$ cat config.mk
export PLATFORM = sky130hd
export DESIGN_NAME = fp32_stream_adder
export DESIGN_NICKNAME = d
export VERILOG_FILES = /design/src/rtl/fp32_stream_adder.sv
export SDC_FILE = /design/constraint.sdc
export NUM_CORES = 1
export LEC_CHECK = 0
export ABC_CLOCK_PERIOD_IN_PS = 3620
export BUFFER_PORTS_ARGS = -buffer_cell sky130_fd_sc_hd__buf_2
export CELL_PAD_IN_SITES_DETAIL_PLACEMENT = 0
export CELL_PAD_IN_SITES_GLOBAL_PLACEMENT = 2
export CORE_ASPECT_RATIO = 1.4
export CORE_MARGIN = 8
export CORE_UTILIZATION = 35
export DETAILED_ROUTE_END_ITERATION = 8
export PLACE_DENSITY = 0.84
export RECOVER_POWER = 100
export REMOVE_ABC_BUFFERS = 1
export SYNTH_ARGS = -nofsm -noshare
export SYNTH_HDL_FRONTEND = slang
export SYNTH_SLANG_ARGS = --single-unit
export TNS_END_PERCENT = 1
$ cat constraint.sdc
create_clock -name clk -period 3.62 [get_ports clk]
set_input_delay 0.362 -clock clk [delete_from_list [all_inputs] [get_ports clk]]
set_output_delay 0.362 -clock clk [all_outputs]
set_load 0.01 [all_outputs]
$ cat src/rtl/fp32_stream_adder.sv
// Sequential IEEE-754 binary32 adder with stb/ack handshakes on A, B and Z.
// Define FP_ADD_FTZ_EN to flush subnormal inputs and results to signed zero.
module fp32_stream_adder (
  input  logic        clk,
  input  logic        rst,
  input  logic [31:0] input_a,
  input  logic        input_a_stb,
  output logic        input_a_ack,
  input  logic [31:0] input_b,
  input  logic        input_b_stb,
  output logic        input_b_ack,
  output logic [31:0] output_z,
  output logic        output_z_stb,
  input  logic        output_z_ack
);

  typedef enum logic [3:0] {
    GET_A, GET_B, UNPACK, SPECIAL, ALIGN, ADD0, ADD1,
    NORM1, NORM2, ROUND, PACK, PUT_Z
  } state_t;

  localparam logic signed [9:0] EMIN  = -10'sd126;
  localparam logic signed [9:0] EZERO = -10'sd127;
  localparam logic signed [9:0] EINF  = 10'sd128;

  state_t             state_q, state_d;
  logic [31:0]        a_raw_q, a_raw_d, b_raw_q, b_raw_d, z_out_q, z_out_d;
  logic [26:0]        a_m_q, a_m_d, b_m_q, b_m_d;
  logic signed [9:0]  a_e_q, a_e_d, b_e_q, b_e_d, z_e_q, z_e_d;
  logic               a_s_q, a_s_d, b_s_q, b_s_d, z_s_q, z_s_d;
  logic [27:0]        sum_q, sum_d;
  logic [23:0]        z_m_q, z_m_d;
  logic               guard_q, guard_d, rnd_q, rnd_d, sticky_q, sticky_d;
  logic               a_ack_q, a_ack_d, b_ack_q, b_ack_d, z_stb_q, z_stb_d;
  logic               a_nan, b_nan, a_inf, b_inf, a_zero, b_zero;

  assign input_a_ack  = a_ack_q;
  assign input_b_ack  = b_ack_q;
  assign output_z     = z_out_q;
  assign output_z_stb = z_stb_q;

  assign a_nan = (a_e_q == EINF) && (a_m_q != '0);
  assign b_nan = (b_e_q == EINF) && (b_m_q != '0);
  assign a_inf = (a_e_q == EINF) && (a_m_q == '0);
  assign b_inf = (b_e_q == EINF) && (b_m_q == '0);
`ifdef FP_ADD_FTZ_EN
  assign a_zero = (a_e_q == EZERO);
  assign b_zero = (b_e_q == EZERO);
`else
  assign a_zero = (a_e_q == EZERO) && (a_m_q == '0);
  assign b_zero = (b_e_q == EZERO) && (b_m_q == '0);
`endif

  always_comb begin
    state_d  = state_q;
    a_raw_d  = a_raw_q;  b_raw_d = b_raw_q;  z_out_d = z_out_q;
    a_m_d    = a_m_q;    b_m_d   = b_m_q;
    a_e_d    = a_e_q;    b_e_d   = b_e_q;    z_e_d   = z_e_q;
    a_s_d    = a_s_q;    b_s_d   = b_s_q;    z_s_d   = z_s_q;
    sum_d    = sum_q;    z_m_d   = z_m_q;
    guard_d  = guard_q;  rnd_d   = rnd_q;    sticky_d = sticky_q;
    a_ack_d  = a_ack_q;  b_ack_d = b_ack_q;  z_stb_d = z_stb_q;
    case (state_q)
      GET_A: begin
        a_ack_d = 1'b1;
        if (input_a_stb && a_ack_q) begin
          a_raw_d = input_a;
          a_ack_d = 1'b0;
          state_d = GET_B;
        end
      end
      GET_B: begin
        b_ack_d = 1'b1;
        if (input_b_stb && b_ack_q) begin
          b_raw_d = input_b;
          b_ack_d = 1'b0;
          state_d = UNPACK;
        end
      end
      UNPACK: begin
        a_m_d   = {1'b0, a_raw_q[22:0], 3'b000};
        b_m_d   = {1'b0, b_raw_q[22:0], 3'b000};
        a_e_d   = $signed({2'b00, a_raw_q[30:23]}) - 10'sd127;
        b_e_d   = $signed({2'b00, b_raw_q[30:23]}) - 10'sd127;
        a_s_d   = a_raw_q[31];
        b_s_d   = b_raw_q[31];
        state_d = SPECIAL;
      end
      SPECIAL: begin
        z_stb_d = 1'b1;
        state_d = PUT_Z;
        if (a_nan || b_nan || (a_inf && b_inf && (a_s_q != b_s_q))) z_out_d = 32'h7FC0_0000;
        else if (a_inf)             z_out_d = {a_s_q, 8'hFF, 23'd0};
        else if (b_inf)             z_out_d = {b_s_q, 8'hFF, 23'd0};
        else if (a_zero && b_zero)  z_out_d = {a_s_q & b_s_q, 31'd0};
        else if (a_zero)            z_out_d = b_raw_q;
        else if (b_zero)            z_out_d = a_raw_q;
        else begin
          z_stb_d = 1'b0;
          state_d = ALIGN;
          if (a_e_q == EZERO) a_e_d = EMIN; else a_m_d[26] = 1'b1;
          if (b_e_q == EZERO) b_e_d = EMIN; else b_m_d[26] = 1'b1;
        end
      end
      // Gaps wider than the mantissa collapse in one step to a lone sticky bit,
      // which keeps the alignment loop inside the latency bound.
      ALIGN: begin
        if (a_e_q > b_e_q) begin
          if (a_e_q - b_e_q > 10'sd26) begin
            b_m_d = {26'd0, |b_m_q};
            b_e_d = a_e_q;
          end else begin
            b_m_d = {1'b0, b_m_q[26:2], b_m_q[1] | b_m_q[0]};
            b_e_d = b_e_q + 10'sd1;
          end
        end else if (b_e_q > a_e_q) begin
          if (b_e_q - a_e_q > 10'sd26) begin
            a_m_d = {26'd0, |a_m_q};
            a_e_d = b_e_q;
          end else begin
            a_m_d = {1'b0, a_m_q[26:2], a_m_q[1] | a_m_q[0]};
            a_e_d = a_e_q + 10'sd1;
          end
        end else begin
          state_d = ADD0;
        end
      end
      ADD0: begin
        z_e_d = a_e_q;
        if (a_s_q == b_s_q) begin
          sum_d = {1'b0, a_m_q} + {1'b0, b_m_q};
          z_s_d = a_s_q;
        end else if (a_m_q >= b_m_q) begin
          sum_d = {1'b0, a_m_q} - {1'b0, b_m_q};
          z_s_d = a_s_q;
        end else begin
          sum_d = {1'b0, b_m_q} - {1'b0, a_m_q};
          z_s_d = b_s_q;
        end
        state_d = ADD1;
      end
      // Exact cancellation is emitted directly so it never walks NORM1 down to EMIN.
      ADD1: begin
        if (sum_q == '0) begin
          z_out_d = '0;
          z_stb_d = 1'b1;
          state_d = PUT_Z;
        end else begin
          if (sum_q[27]) begin
            z_m_d    = sum_q[27:4];
            guard_d  = sum_q[3];
            rnd_d    = sum_q[2];
            sticky_d = sum_q[1] | sum_q[0];
            z_e_d    = z_e_q + 10'sd1;
          end else begin
            z_m_d    = sum_q[26:3];
            guard_d  = sum_q[2];
            rnd_d    = sum_q[1];
            sticky_d = sum_q[0];
          end
          state_d = NORM1;
        end
      end
      NORM1: begin
        if (!z_m_q[23] && (z_e_q > EMIN)) begin
          z_m_d   = {z_m_q[22:0], guard_q};
          guard_d = rnd_q;
          rnd_d   = 1'b0;
          z_e_d   = z_e_q - 10'sd1;
        end else begin
`ifdef FP_ADD_FTZ_EN
          state_d = ROUND;
`else
          state_d = NORM2;
`endif
        end
      end
`ifndef FP_ADD_FTZ_EN
      NORM2: begin
        if (z_e_q < EMIN) begin
          z_m_d    = {1'b0, z_m_q[23:1]};
          guard_d  = z_m_q[0];
          rnd_d    = guard_q;
          sticky_d = sticky_q | rnd_q;
          z_e_d    = z_e_q + 10'sd1;
        end else begin
          state_d = ROUND;
        end
      end
`endif
      ROUND: begin
        if (guard_q && (rnd_q || sticky_q || z_m_q[0])) begin
          z_m_d = z_m_q + 24'd1;
          if (z_m_q == 24'hFF_FFFF) z_e_d = z_e_q + 10'sd1;
        end
        state_d = PACK;
      end
      PACK: begin
        if (z_e_q > 10'sd127)
          z_out_d = {z_s_q, 8'hFF, 23'd0};
        else if ((z_e_q == EMIN) && !z_m_q[23])
`ifdef FP_ADD_FTZ_EN
          z_out_d = {z_s_q, 31'd0};
`else
          z_out_d = {z_s_q, 8'h00, z_m_q[22:0]};
`endif
        else
          z_out_d = {z_s_q, z_e_q[7:0] + 8'd127, z_m_q[22:0]};
        z_stb_d = 1'b1;
        state_d = PUT_Z;
      end
      PUT_Z: begin
        if (z_stb_q && output_z_ack) begin
          z_stb_d = 1'b0;
          state_d = GET_A;
        end
      end
      default: state_d = GET_A;
    endcase
  end

  always_ff @(posedge clk or negedge rst) begin
    if (!rst) begin
      state_q <= GET_A;
      a_raw_q <= '0; b_raw_q <= '0; z_out_q <= '0;
      a_m_q   <= '0; b_m_q   <= '0;
      a_e_q   <= '0; b_e_q   <= '0; z_e_q   <= '0;
      a_s_q   <= 1'b0; b_s_q <= 1'b0; z_s_q <= 1'b0;
      sum_q   <= '0; z_m_q   <= '0;
      guard_q <= 1'b0; rnd_q <= 1'b0; sticky_q <= 1'b0;
      a_ack_q <= 1'b0; b_ack_q <= 1'b0; z_stb_q <= 1'b0;
    end else begin
      state_q <= state_d;
      a_raw_q <= a_raw_d; b_raw_q <= b_raw_d; z_out_q <= z_out_d;
      a_m_q   <= a_m_d;   b_m_q   <= b_m_d;
      a_e_q   <= a_e_d;   b_e_q   <= b_e_d;   z_e_q   <= z_e_d;
      a_s_q   <= a_s_d;   b_s_q   <= b_s_d;   z_s_q   <= z_s_d;
      sum_q   <= sum_d;   z_m_q   <= z_m_d;
      guard_q <= guard_d; rnd_q <= rnd_d; sticky_q <= sticky_d;
      a_ack_q <= a_ack_d; b_ack_q <= b_ack_d; z_stb_q <= z_stb_d;
    end
  end

endmodule

==> results by group, run 1 <==
Synth
  – Post-synthesis sequential area ratio: 32.82%
  – Ys Warns: 0
  – Distinct cell type count after synthesis: between 80 and 90
  – Most used flip-flop cell after synthesis: dfrtp_1
  – Synth Area in Adders: slightly below 9%
  – Main combinational cell family by area after synthesis: compound AO/OA/AOI/OAI gates
  – Yosys top cell area share: between 30 and 40%
  – Post-Syn Area: roughly 19,000 um2
  – Mux share of post-synthesis cell area: between 6 and 7%
  – Area contributors post-synth: dfrtp_1 33%, ha_1 8.1%, a21oi_1 7.6%
  – Synth Register Bits: 245
  – Synth Instances: 2,256
  – XOR/XNOR Fraction of Synth Area: 3.610%
  – Share of synthesized flip-flops with an asynchronous set or reset: 100.0%
  – Simple-gate share of the synthesized area: approximately 17%
  – Cell type with the highest aggregate area in the netlist: dfrtp_1
  – EDFF count, synth: 0
  – Post-Synthesis Mean Instance Area: just over 8 um2
  – Compound-gate portion of the synthesized area: between 20% and 30%

STA
  – Final Hold Fails: 0
  – Final setup vio count: 9
  – Setup ws final: -0.08364 ns
  – Period utilization: 102.3%
  – Slew HR: -32.81%
  – Setup tns final: -0.4313 ns
  – Fmax: roughly 270 MHz
  – Clock Skew: about 0.013 ns
  – Worst Max-Slew Pin Slew: 1.992 ns
  – Crit path time final: around 3.7 ns
  – Count of pins over their slew limit: 67
  – RSZ-0062 raised after global routing: yes

Run status
  – Failing checks: capacitance limit, slew limit, setup timing
  – Status: finished, violations left

Finish
  – Area grow syn2layout: 23.75%
  – Layout cell share with drive strength beyond 1: 19.39%
  – Reg area: ~6100 um2
  – Fillers: approximately 5,400
  – Nets@finish: between 2,000 and 3,000
  – Area taken by multi-input logic gates: between 10,000 and 15,000 um2

GRT
  – Vias in the first global route: about 19,000
  – GR Overflow Total: 0
  – Total track usage: between 20% and 30%
  – First-pass GRT wire length: 114.6 mm
  – Largest net degree at the start of global routing: ~110
  – Antenna violations before repair: 0

Critical path
  – Crit. Startpoint: a_m_q[0]
  – Critical path class: reg2reg
  – Worst path required time: between 4 and 5 ns
  – Worst r2r src: a_m_q[0]
  – Critical path endpoint: sum_q[27]
  – Setup crit start kind: register
  – R2r setup slk: -0.08 ns
  – CP endpoint kind: register
  – R2R depth: 15
  – Crit path DAT: 4.21 ns
  – Worst flop-to-flop path endpoint: sum_q[27]
  – CP max FO: 6

Route
  – DR vias/cell: roughly 5.7
  – Vias: ~18,000
  – DRT iter0 DRCs: between 1,000 and 1,500
  – Avg WL per Cell: roughly 23 um
  – Final ANT Viol Nets: 0
  – Detailed Routing Iterations Pass 1: 8
  – DRC: 0
  – Total Wirelength: roughly 75 mm

Floorplanning
  – Core ar.: around 53,000 um2
  – Die width: approximately 210 um
  – Io pins: roughly 100
  – Rows: 100
  – Die area: a little over 60,000 um2
  – Die H: about 290 um
  – Initial Util: around a third

Clock network
  – Clock buffer depth: 3
  – Root buf cell: clkbuf_16
  – Worst skew pair latency: about 0.59 ns
  – CTS buffer count: 30
  – H-tree levels: 1
  – Clock transition at the registers of the reported paths: about 0.060 ns
  – Clock sinks: approximately 250
  – CTS tree: yes

Min path
  – HP Class: in2reg
  – Min-Delay Path Depth: 2

Placement
  – HPWL Detailed: approximately 58 mm
  – RD Place Congestion: roughly 0.96
  – Number of I/O port buffers: 103

Run
  – Max-Cap Viols: 1
[routing by layer]
layer | GRT usage (%) | share of wire [%] | routed length (um)
met5 | 0 | 0 | 0
met4 | 16.68 | 7.7 | 5797
met3 | 2.241 | 3.7 | 2749
met2 | 43.72 | 51 | 37960
met1 | 26.64 | 38 | 28660
[synthesized netlist by cell type, drive strengths merged (58+ instances only)]
cell type	number
a211oi	63
a21oi	285
clkbuf	116
dfrtp	245
ha	121
inv	119
mux2	77
nand2	208
nand3	60
nor2	150
nor3	58
o21ai	167
xnor2	61
[flip-flops by register name (all words and copies together), names as in the netlist]
signal,count
a_e_q,10
a_m_q,27
a_raw_q,32
a_s_q,1
b_e_q,10
b_m_q,27
b_raw_q,32
b_s_q,1
guard_q,1
input_a_ack,1
input_b_ack,1
output_z,32
output_z_stb,1
rnd_q,1
state_q,4
sticky_q,1
sum_q,28
z_e_q,10
z_m_q,24
z_s_q,1
[repair_timing]
| item | in CTS | in global routing |
|---|---|---|
| buffers inserted | 5 | 0 |
| resized for setup | 15 | 37 |
| hold buffers | 52 | 0 |
| gates cloned | 1 | 0 |
| pin swaps | 9 | 13 |
| endpoints found under the hold margin | 113 | 0 |
| endpoints found under the setup margin | 25 | 64 |
[worst min-delay path by stage]
stage	from	end	slack [ns]
final	input_a[21]	a_raw_q[21]	0.02
after global routing	input_a[31]	a_raw_q[31]	0.01
after CTS	input_b[1]	b_raw_q[1]	0.0003
after detailed placement	rst	b_m_q[3]	0.38
after global placement	rst	b_m_q[3]	0.39
after floorplan	rst	a_e_q[0]	0.07
[through the flow]
stage | std cells | instance area (um2) | worst slack [ns] | hold WS, ns | util (%)
2_1_floorplan | 2104 | 18040 | -1.180 | 0.06641 | -
3_3_place_gp | 3151 | 21370 | -0.1256 | 0.3861 | 40.38
3_5_place_dp | 3151 | 21370 | -0.2085 | 0.3837 | 40.38
4_1_cts | 3263 | 23040 | -0.07328 | 0.0003013 | 43.54
5_1_grt | 3262 | 23110 | -0.2163 | 0.01116 | 43.67
6_report | 3263 | 23120 | -0.08364 | 0.01991 | 43.68
[worst max-delay path, cell delays in order, from the launching register on]
cell	delay (ns)
dfrtp_1	0.36
inv_1	0.06
ha_2	0.21
fa_2	0.34
and2b_1	0.24
o2111ai_2	0.12
and4b_1	0.23
or4_4	0.49
and3b_4	0.19
buf_4	0.14
o21ai_4	0.23
nand2_4	0.14
a2111oi_2	0.33
a21bo_1	0.24
a21oi_1	0.14
a2bb2oi_1	0.17
[cell type report]
cell class	instances	area share [%]
Tap cell	714	3.865
Inverter	121	1.965
Clock buffer	41	3.735
Sequential cell	245	26.53
Antenna cell	1	0.01083
Multi-Input combinational cell	1739	50.68
Timing Repair Buffer	389	12.45
Clock inverter	13	0.7578
[layout by cell type, fill, tap and decap left out, types with 12 or more instances in the layout]
master / instances
a21oi_1: 280
dfrtp_1: 243
buf_4: 216
nand2_1: 204
o21ai_0: 154
nor2_1: 144
inv_1: 119
ha_1: 119
mux2_2: 77
buf_2: 67
xnor2_1: 61
nand3_1: 59
a211oi_1: 57
and3_1: 54
nor3_1: 52
dlygate4sd3_1: 52
clkbuf_1: 43
mux2i_1: 35
clkbuf_16: 31
a21o_1: 27
o21bai_1: 24
nor4_1: 23
nand2b_1: 22
nand4_1: 21
a31oi_1: 21
o21a_1: 18
xor2_1: 16
nor2b_1: 15
a22oi_1: 15
o221ai_1: 14
a221oi_1: 12
[cell families (layout without fill, tap and decap cells)]
logic type | after synthesis | count (layout)
AO/OA/AOI/OAI | 761 | 761
XOR/XNOR | 77 | 77
adder cells (fa/ha/maj) | 127 | 127
buffers and inverters | 273 | 564
flip-flops | 245 | 245
multiplexers | 113 | 113
other | 0 | 1
AND/OR/NAND/NOR | 660 | 661
Power of run 1 is not shown: default switching activity piles up to over one toggle a cycle in this logic, so the estimate is an artifact.
==> inputs of run 2 (changes only) <==
--- a/config.mk
+++ b/config.mk
@@ -12,7 +12,9 @@
 export CORE_ASPECT_RATIO = 1.4
 export CORE_MARGIN = 8
 export CORE_UTILIZATION = 35
+export CTS_BUF_LIST = sky130_fd_sc_hd__clkbuf_4
 export DETAILED_ROUTE_END_ITERATION = 8
+export MAX_ROUTING_LAYER = met4
 export PLACE_DENSITY = 0.84
 export RECOVER_POWER = 100
 export REMOVE_ABC_BUFFERS = 1
==> run 2 against run 1 <==
Against the previous run: the flow still finishes with violations (capacitance limit, slew limit, setup timing); register-to-register slack gained 0.02 ns; worst setup slack improved by 0.020 ns; cell count is 2.4% higher; clock skew rose by 0.086 ns; global-route usage grew 1.4 points; non-clock buffer count rose by 12; critical path depth unchanged; die area is the same; critical endpoint is now sum_q[16].
==> results by group, run 2 (synthesis gave the netlist of run 1 again) <==
Critical path
  – Setup crit start kind: register
  – Crit path cell chain: ha_2, fa_2, and2b_1, o2111ai_2, and4b_1, or4_4, and3b_4, o21a_4, buf_4, nor2_8, buf_12, nor2_1, o41a_1, xnor2_1, o21ai_1
  – Worst r2r src: b_m_q[0]
  – Crit path largest cell delay: 0.48 ns (about the same)
  – Critical path class: reg2reg
  – R2R depth: 15 (unchanged)
  – Worst flop-to-flop path endpoint: sum_q[16]
  – CP max FO: 8 (+2)
  – CP endpoint kind: register
  – R2r setup slk: -0.06 ns (+0.02 ns)
  – Worst path required time: 4.32 ns (+0.19 ns)
  – Crit path DAT: 4.39 ns (+0.18 ns)
  – Worst path slowest cell: or4_4

STA
  – Final setup vio count: 6 (-3)
  – Final Hold Fails: 0 (unchanged)
  – Worst Max-Slew Pin Slew: 2.770 ns (+0.7782 ns)
  – Crit path time final: 3.684 ns (-0.02003 ns)
  – Setup ws final: -0.06361 ns (+0.02003 ns)
  – Count of pins over their slew limit: 98 (+46%)
  – Period utilization: 101.8% (-0.55 points)
  – Hold Slack: 0.1343 ns (+0.1144 ns)
  – RSZ-0062 raised after global routing: yes
  – Slew HR: -84.69% (-52 points)
  – Fmax: 271.5 MHz (+0.54%)
  – Clock Skew: 0.09912 ns (+0.08563 ns)

Finish
  – Fin util: 43.50% (-0.17 points)
  – Most common cell after layout, fill and taps aside: a21oi_1
  – Nets@finish: 2,775 (+1.9%)
  – Area grow syn2layout: 23.26%
  – Layout cell share with drive strength beyond 1: 20.08% (+0.69 points)
  – Most frequent cells in the layout: 281 x a21oi_1, 243 x dfrtp_1, 204 x nand2_1, 194 x buf_4, 152 x o21ai_0
  – Non-Filler Instances: 3,342 (+2.4%)

Clock network
  – Root buf cell: clkbuf_4
  – CTS tree: yes
  – Clock transition at the registers of the reported paths: 0.06 ns (about the same)
  – Worst skew pair latency: 0.90 ns (+0.31 ns)
  – Clock sinks: 245 (unchanged)
  – H-tree levels: 3 (+2)
  – CTS buffer count: 71 (+140%)
  – Clock buffer depth: 3 (unchanged)

Floorplanning
  – Core ar.: 52,930 um2 (unchanged)
  – Io pins: 104 (unchanged)
  – Die H: 289.3 um (unchanged)
  – Rows: 100 (unchanged)
  – Initial Util: 35.29% (unchanged)
  – Die area: 61,120 um2 (unchanged)
  – Die width: 211.2 um (unchanged)

Placement
  – Placed instance count: 3,152 (+0.032%)
  – Pre-CTS setup slack: -0.2245 ns (-0.01603 ns)
  – Number of I/O port buffers: 103 (unchanged)
  – HPWL Detailed: 58.45 mm (+0.38%)
  – RD Place Congestion: 0.9786 (+2.3%)

Run status
  – Status: finished, violations left
  – Failing checks: capacitance limit, slew limit, setup timing

GRT
  – Antenna violations before repair: 2 (+2)
  – First-pass GRT wire length: 117.0 mm (+2.1%)
  – Total track usage: 25.69% (+1.4 points)
  – Vias in the first global route: 19,633 (+3.2%)
  – Largest net degree at the start of global routing: 99 (-6.6%)
  – GR Overflow Total: 0 (unchanged)

Route
  – Avg WL per Cell: 23.04 um (about the same)
  – Final ANT Viol Nets: 0 (unchanged)
  – DRT iter0 DRCs: 1,481 (+12%)
  – DR vias/cell: 5.678 (+0.19%)
  – Detailed Routing Iterations Pass 1: 6 (-2)
  – DRC: 0 (unchanged)
  – Total Wirelength: 76.99 mm (+2.4%)
  – Vias: 18,977 (+2.6%)

Min path
  – Hold EP: output_z_stb
  – Hold Startpoint: output_z_ack
  – Min-Delay Path Depth: 8 (+6)
  – HP Class: in2reg

Run
  – Max-Cap Viols: 1 (unchanged)
run 2: cell count changes in the layout (fill, tap and decap cells not counted), moves of 5 or more:
cell	change
clkbuf_8	-5
clkbuf_16	-31
dlygate4sd3_1	+13
buf_4	-22
clkinv_1	+12
clkbuf_4	+102
clkbuf_2	+7
run 2: worst max-delay path: cells and delay by family (launching register included):
kind,cells,cell delay [ns]
compound gates,4,0.74
xor+xnor,1,0.17
fa+ha+maj,2,0.55
buf+inv,2,0.29
flops,1,0.40
simple gates,6,1.33
run 2: metrics by stage:
| step | setup TNS [ns] | cell area, um2 |
|---|---|---|
| final | -0.1715 | 23020 |
| after global routing | -10.66 | 23020 |
| after CTS | -0.08117 | 23100 |
| after detailed placement | -3.078 | 21400 |
| after global placement | -4.378 | 21400 |
| after floorplan | -77.88 | 18040 |
run 2: how the worst max path moves through the flow:
stage               start         to  slack (ns)
2_1_floorplan  state_q[3]   a_e_q[1]       -1.18
3_3_place_gp    a_m_q[13]   sum_q[2]       -0.28
3_5_place_dp    a_m_q[13]  sum_q[21]       -0.22
4_1_cts          b_m_q[0]  sum_q[16]       -0.03
5_1_grt          b_m_q[0]  sum_q[25]       -0.20
6_report         b_m_q[0]  sum_q[16]       -0.06
run 2: layout make-up:
type / count / area [um2]
clock inverter: 20 / 160.2
multi-input combinational: 1739 / 11640
inverter: 121 / 454.2
clock buffer: 99 / 743.2
sequential: 245 / 6133
antenna: 3 / 7.507
tap: 714 / 893.4
timing repair buffer: 401 / 2989
fill: 5389 / 29900
run 2: timing repair:
action                     4_1_cts  5_1_grt
hold endpoints to repair       155        0
pin swaps                       13        9
hold buffers                    65        0
buffers inserted                 2        0
cloned                           1        0
setup endpoints to repair       25       63
resized for setup               21       22
run 2: layer usage:
| layer | vias up | wire [um] | GRT usage (%) |
|---|---|---|---|
| met4 | 0 | 6214 | 18.54 |
| met5 | - | 0 | - |
| met2 | 626 | 38760 | 44.33 |
| met3 | 260 | 3286 | 3.615 |
| li1 | 8835 | - | - |
| met1 | 9256 | 28730 | 26.67 |
Power of run 2 is left out for the same reason.
